[src/rtl/dds_mc_phase_gen.sv]
// Multi-channel DDS phase generator: round-robin phase accumulators
// with double-buffered settings and a sweep-aligned commit.
module dds_mc_phase_gen #(
    parameter int DATA_WIDTH = 16,
    parameter int ACC_WIDTH  = 24,
    parameter int NUM_CH     = 4,
    parameter int CH_W       = 2
) (
    input  logic                  clk,
    input  logic                  rst,
    input  logic                  enable,
    input  logic                  load_valid,
    output logic                  load_ready,
    input  logic [1:0]            load_sel,
    input  logic [CH_W-1:0]       load_ch,
    input  logic [ACC_WIDTH-1:0]  load_data,
    input  logic                  update,
    input  logic                  clr_acc,
    output logic [DATA_WIDTH-1:0] phase_out,
    output logic [CH_W-1:0]       ch_out,
    output logic                  out_valid,
    output logic                  busy
);

    typedef enum logic {
        IDLE,
        PENDING
    } state_t;

    localparam logic [ACC_WIDTH-1:0] QUARTER = ACC_WIDTH'(1) << (ACC_WIDTH - 2);
    localparam logic [CH_W-1:0]      LAST    = CH_W'(NUM_CH - 1);

    state_t                 state;
    logic                   clrLatch;
    logic [CH_W-1:0]        slot;

    logic [ACC_WIDTH-1:0]   accReg   [NUM_CH];
    logic [ACC_WIDTH-1:0]   freqAct  [NUM_CH];
    logic [ACC_WIDTH-1:0]   phaseAct [NUM_CH];
    logic [ACC_WIDTH-1:0]   freqSh   [NUM_CH];
    logic [ACC_WIDTH-1:0]   phaseSh  [NUM_CH];
    logic [NUM_CH-1:0]      modeAct;
    logic [NUM_CH-1:0]      modeSh;

    logic                   commitNow;
    logic                   loadFire;
    logic [ACC_WIDTH-1:0]   curAcc;
    logic [ACC_WIDTH-1:0]   curFreq;
    logic [ACC_WIDTH-1:0]   curPhase;
    logic                   curMode;
    logic [ACC_WIDTH-1:0]   phaseSum;

    // The commit cycle is the enabled PENDING cycle that services slot 0,
    // so channel 0 already sees the new settings and no sweep is mixed.
    always_comb begin
        commitNow = (state == PENDING) && enable && (slot == '0);
        curAcc    = accReg[slot];
        curFreq   = freqAct[slot];
        curPhase  = phaseAct[slot];
        curMode   = modeAct[slot];
        if (commitNow) begin
            curFreq  = freqSh[slot];
            curPhase = phaseSh[slot];
            curMode  = modeSh[slot];
            if (clrLatch) begin
                curAcc = '0;
            end
        end
        phaseSum = curAcc + curPhase - (curMode ? QUARTER : '0);
    end

    always_comb begin
        loadFire = load_valid && load_ready
                && (load_sel != 2'b11)
                && (int'(load_ch) < NUM_CH);
    end

    always_ff @(posedge clk or negedge rst) begin
        if (!rst) begin
            for (int i = 0; i < NUM_CH; i++) begin
                freqSh[i]  <= '0;
                phaseSh[i] <= '0;
            end
            modeSh <= '0;
        end else if (loadFire) begin
            unique case (1'b1)
                (load_sel == 2'b00): freqSh[load_ch]  <= load_data;
                (load_sel == 2'b01): phaseSh[load_ch] <= load_data;
                (load_sel == 2'b10): modeSh[load_ch]  <= load_data[0];
                default: ;
            endcase
        end
    end

    always_ff @(posedge clk or negedge rst) begin
        if (!rst) begin
            for (int i = 0; i < NUM_CH; i++) begin
                freqAct[i]  <= '0;
                phaseAct[i] <= '0;
            end
            modeAct <= '0;
        end else if (commitNow) begin
            for (int i = 0; i < NUM_CH; i++) begin
                freqAct[i]  <= freqSh[i];
                phaseAct[i] <= phaseSh[i];
            end
            modeAct <= modeSh;
        end
    end

    always_ff @(posedge clk or negedge rst) begin
        if (!rst) begin
            for (int i = 0; i < NUM_CH; i++) begin
                accReg[i] <= '0;
            end
        end else begin
            if (commitNow && clrLatch) begin
                for (int i = 0; i < NUM_CH; i++) begin
                    accReg[i] <= '0;
                end
            end
            if (enable) begin
                accReg[slot] <= curAcc + curFreq;
            end
        end
    end

    always_ff @(posedge clk or negedge rst) begin
        if (!rst) begin
            slot      <= '0;
            phase_out <= '0;
            ch_out    <= '0;
            out_valid <= 1'b0;
        end else begin
            out_valid <= enable;
            if (enable) begin
                slot      <= (slot == LAST) ? '0 : slot + 1'b1;
                phase_out <= phaseSum[ACC_WIDTH-1 -: DATA_WIDTH];
                ch_out    <= slot;
            end
        end
    end

    always_ff @(posedge clk or negedge rst) begin
        if (!rst) begin
            state      <= IDLE;
            clrLatch   <= 1'b0;
            busy       <= 1'b0;
            load_ready <= 1'b1;
        end else begin
            unique case (state)
                IDLE: begin
                    if (update) begin
                        state      <= PENDING;
                        clrLatch   <= clr_acc;
                        busy       <= 1'b1;
                        load_ready <= 1'b0;
                    end
                end
                PENDING: begin
                    if (commitNow) begin
                        state      <= IDLE;
                        busy       <= 1'b0;
                        load_ready <= 1'b1;
                    end
                end
                default: state <= IDLE;
            endcase
        end
    end

endmodule
[config.mk]
export PLATFORM = sky130hd
export DESIGN_NAME = dds_mc_phase_gen
export DESIGN_NICKNAME = d
export VERILOG_FILES = /design/src/rtl/dds_mc_phase_gen.sv
export SDC_FILE = /design/constraint.sdc
export NUM_CORES = 1
export LEC_CHECK = 0
export ABC_AREA = 0
export ABC_CLOCK_PERIOD_IN_PS = 6440
export CAP_MARGIN = 20
export CORE_MARGIN = 2
export CORE_UTILIZATION = 57
export DETAILED_ROUTE_END_ITERATION = 16
export PLACE_DENSITY = 0.82
export SLEW_MARGIN = 20
export SYNTH_ARGS = -nofsm -noshare
export SYNTH_HDL_FRONTEND = slang
export SYNTH_SLANG_ARGS = --single-unit
[constraint.sdc]
create_clock -name clk -period 6.44 [get_ports clk]
set_clock_uncertainty 0.1 [all_clocks]
set_input_delay 0.644 -clock clk [delete_from_list [all_inputs] [get_ports clk]]
set_output_delay 0.644 -clock clk [all_outputs]
set_load 0.02 [all_outputs]
==> results.md <==
* Via Count at 18300
* Metal1 wirelength at 26900 um
* Internal power at 10.1 mW
* Largest net degree at the start of global routing at 136
* Crit start category: flip-flop
* Cell family with most CP delay: buffers and inverters
* Status: finished clean
* TritonCTS clock tree: yes
* Max cap viols at 0
* Synth top area share at 50.4%
* Combinational fraction of design power at 50.3%
* Reg-to-Reg Start: slot[1]$_DFFE_PN0P_
* Hold Vio Cnt, Final at 0
* Vias per cell at 6.10
* Asr flop ratio synth at 100%
* Total wire length at 63200 um
* DRT iter0 DRCs at 1831
* Routed length on met2 at 29900 um
* CP bufs+invs at 3
* Average size of a mapped cell at 10.8 um2
* Worst-Skew Late Latency at 610 ps
* Die area at 46300 um2
* Sw frac at 40.7%
* Longest Clk Path Bufs at 3
* Synth area leaders: dfrtp_1 (50%), nand2_1 (11%), mux2_2 (10%)
* Number of nets in the layout at 2459
* Global-route wire length before repair at 103000 um
* GRT Util Overall at 28.1%
* Final setup vio count at 0
* Fmax achieved at 0.188 GHz
* Setup bufs post-CTS at 0
* Hold buffer count at CTS at 0
* Post-DP HPWL at 40000 um
* Yosys warnings at 0
* Worst-path clk slew at 60 ps
* Synth area leader: dfrtp_1
* Crit path cell chain: inv_1 > ha_1 > nand3_4 > buf_12 > buf_4 > mux2i_1 > maj3_1 > nor3b_1 > o41ai_2 > a31o_1 > o2111ai_1 > a21boi_1 > nor3_1 > o31ai_1
* Die Y at 215 um
* P&R area growth vs syn at 11.7%
* Dpl ws at 1080 ps
* Grt total ovfl at 0
* CTS Sinks at 513
* Layout cells sized above 1 at 20.5%
* Slowest-stage cell, CP: dfrtp_4
* Number of inserted diodes at 0
* Crit path kind: flip-flop to flip-flop
* Worst Setup SP: slot[1]$_DFFE_PN0P_
* Die X at 215 um
* Worst slew pin tran at 1010 ps
* Final Cycle Share at 82.8%
* Total power draw at 17.0 mW
* CTS Buf Count at 52
* DRC at 0
* TNS Setup at 0 ps
* Initial Utilization at 57.6%
* Top_reg_cell synth: dfrtp_1
* #FFs+latches synth at 513
* Peak VDD IR at 0.348 mV
* PortBufs at 54
* Mapped Area at 25400 um2
* Clk pwr share at 18.8%
* EDFF count, synth at 0
* PwrDens at 600 nW/um2
* Post-DRT Antenna Nets at 0
* Gate Count Post-Synth at 2357
* # rows at 77
* Iteration count of the initial detailed-routing pass at 6
* Hold WC Path Type: input port to async pin
* H-tree levels at 2
* Hold WS at 49.2 ps
* Sequential fraction of the synthesis area at 50.5%
* Netlist cell types at 66
* Core area at 44100 um2
* RSZ-0062 raised after global routing: false
* Crit-path max cell delay at 770 ps
* Arr. time, crit path at 5680 ps
* Resized Gates After CTS at 0
* Top sig layer: met5
* Flop pwr share at 30.9%
* Slew headroom at 32.7%
* Mapped Nets at 2451
* Initial antenna violation count at 4
* GPL Wtd Cong at 0.911
* I/O Pins at 55
* Met3 routed WL at 4440 um
* Psw at 6.94 mW
* Min Tclk post-route at 5330 ps
* CP max FO at 93
* Routed wire per std cell at 21.1 um
* Setup WS post-layout at 1110 ps
* Kind of end point of the critical path: flip-flop
* WP data required at 6790 ps
* Number of global-route vias before repair at 18900
* Root buffer cell: clkbuf_16
* Static leakage at 14.0 nW
* Final-report max-slew violation count at 0
sequential cells by signal, indices dropped and copies added (netlist names):
| signal | count |
|---|---|
| out_valid | 1 |
| accReg | 96 |
| phaseSh | 96 |
| phase_out | 16 |
| freqAct | 96 |
| modeAct | 4 |
| freqSh | 96 |
| busy | 1 |
| load_ready | 1 |
| state | 1 |
| modeSh | 4 |
| ch_out | 2 |
| slot | 2 |
| clrLatch | 1 |
| phaseAct | 96 |
metal layers:
layer	vias up	track usage, %
li1	8100	-
met1	9367	38.9
met2	675	45.2
met3	149	5.39
met4	8	9.33
met5	-	0
cell type report:
type	count	area [um2]
clock buffers	82	1590
clock inverters	14	239
fillers	3312	15700
inverters	67	251
multi-input cells	1643	11800
flip-flops and latches	513	12800
well taps	592	741
repair buffers	88	880
kinds of logic after synthesis:
| kind of cell | after synthesis | synth area share, % |
|---|---|---|
| AOI/OAI and AO/OA | 216 | 5.32 |
| xor gates and xnor gates | 43 | 1.51 |
| adders and majority gates | 63 | 3.13 |
| buffers and inverters | 201 | 3.02 |
| DFF | 513 | 50.5 |
| muxes | 381 | 21.4 |
| and+or+nand+nor | 940 | 15.1 |
cell usage after synthesis (all sizes together), types with 3 or more instances:
cell type / count
inv: 67
nor4: 5
nand4: 4
xnor2: 31
dfrtp: 512
o21ai: 107
o31ai: 12
mux2i: 44
a22o: 3
nor2: 35
o21a: 5
or3: 3
nand2b: 8
mux4: 106
and2: 3
xor2: 12
ha: 58
clkbuf: 109
and3: 6
mux2: 231
nor3: 13
a211o: 5
maj3: 3
a21oi: 29
buf: 25
o2bb2ai: 3
nand2: 750
nand3: 78
a31oi: 3
or2: 18
nor2b: 7
o21bai: 5
a21o: 26
worst reg2reg max path, stage by stage (launching register included):
cell and delay [ps]:
dfrtp_4 770, inv_1 170, ha_1 310, nand3_4 140
buf_12 390, buf_4 710, mux2i_1 510, maj3_1 280
nor3b_1 250, o41ai_2 150, a31o_1 230, o2111ai_1 390
a21boi_1 160, nor3_1 440, o31ai_1 170
worst paths after layout:
check                                           to  slack (ps)  cells past startpoint
max                           accReg[18]$_DFF_PN0_        1110                     14
min                         freqSh[26]$_DFFE_PN0P_          50                      1
max reg2reg                   accReg[18]$_DFF_PN0_        1110                     14
min reg2reg                phaseAct[8]$_DFFE_PN0N_         370                      2
max in group asynchronous  phaseAct[9]$_DFFE_PN0N_        4760                      2
min in group clk           phaseAct[8]$_DFFE_PN0N_         370                      2
cells in the final DEF (no fill, tap or decap), types with 27 or more instances in the layout:
cell	instances
nand2_1	746
dfrtp_1	510
mux2_2	231
mux4_2	106
nand3_1	77
o21ai_0	74
inv_1	67
ha_1	58
clkbuf_16	53
clkdlybuf4s50_1	53
mux2i_1	43
o21ai_1	33
nor2_1	32
xnor2_1	31
a21oi_1	29
buf_4	27
power by group through the flow:
stage / registers [mW] / logic (mW) / clock network [mW]
after floorplan: 5.03 / 6.29 / 0
after global placement: 5.19 / 8.11 / 0
after detailed placement: 5.27 / 8.38 / 0
after CTS: 5.24 / 8.48 / 3.23
after global routing: 5.39 / 9.39 / 3.38
final: 5.26 / 8.57 / 3.20
through the flow:
step | std cells | instance area (um2) | utilization, %
after floorplan | 2357 | 25400 | -
after global placement | 2902 | 26500 | 60.1
after detailed placement | 2902 | 26500 | 60.1
after CTS | 2998 | 28400 | 64.3
after global routing | 2999 | 28400 | 64.3
final | 2999 | 28400 | 64.3
Power figures use the tool's default switching activity.
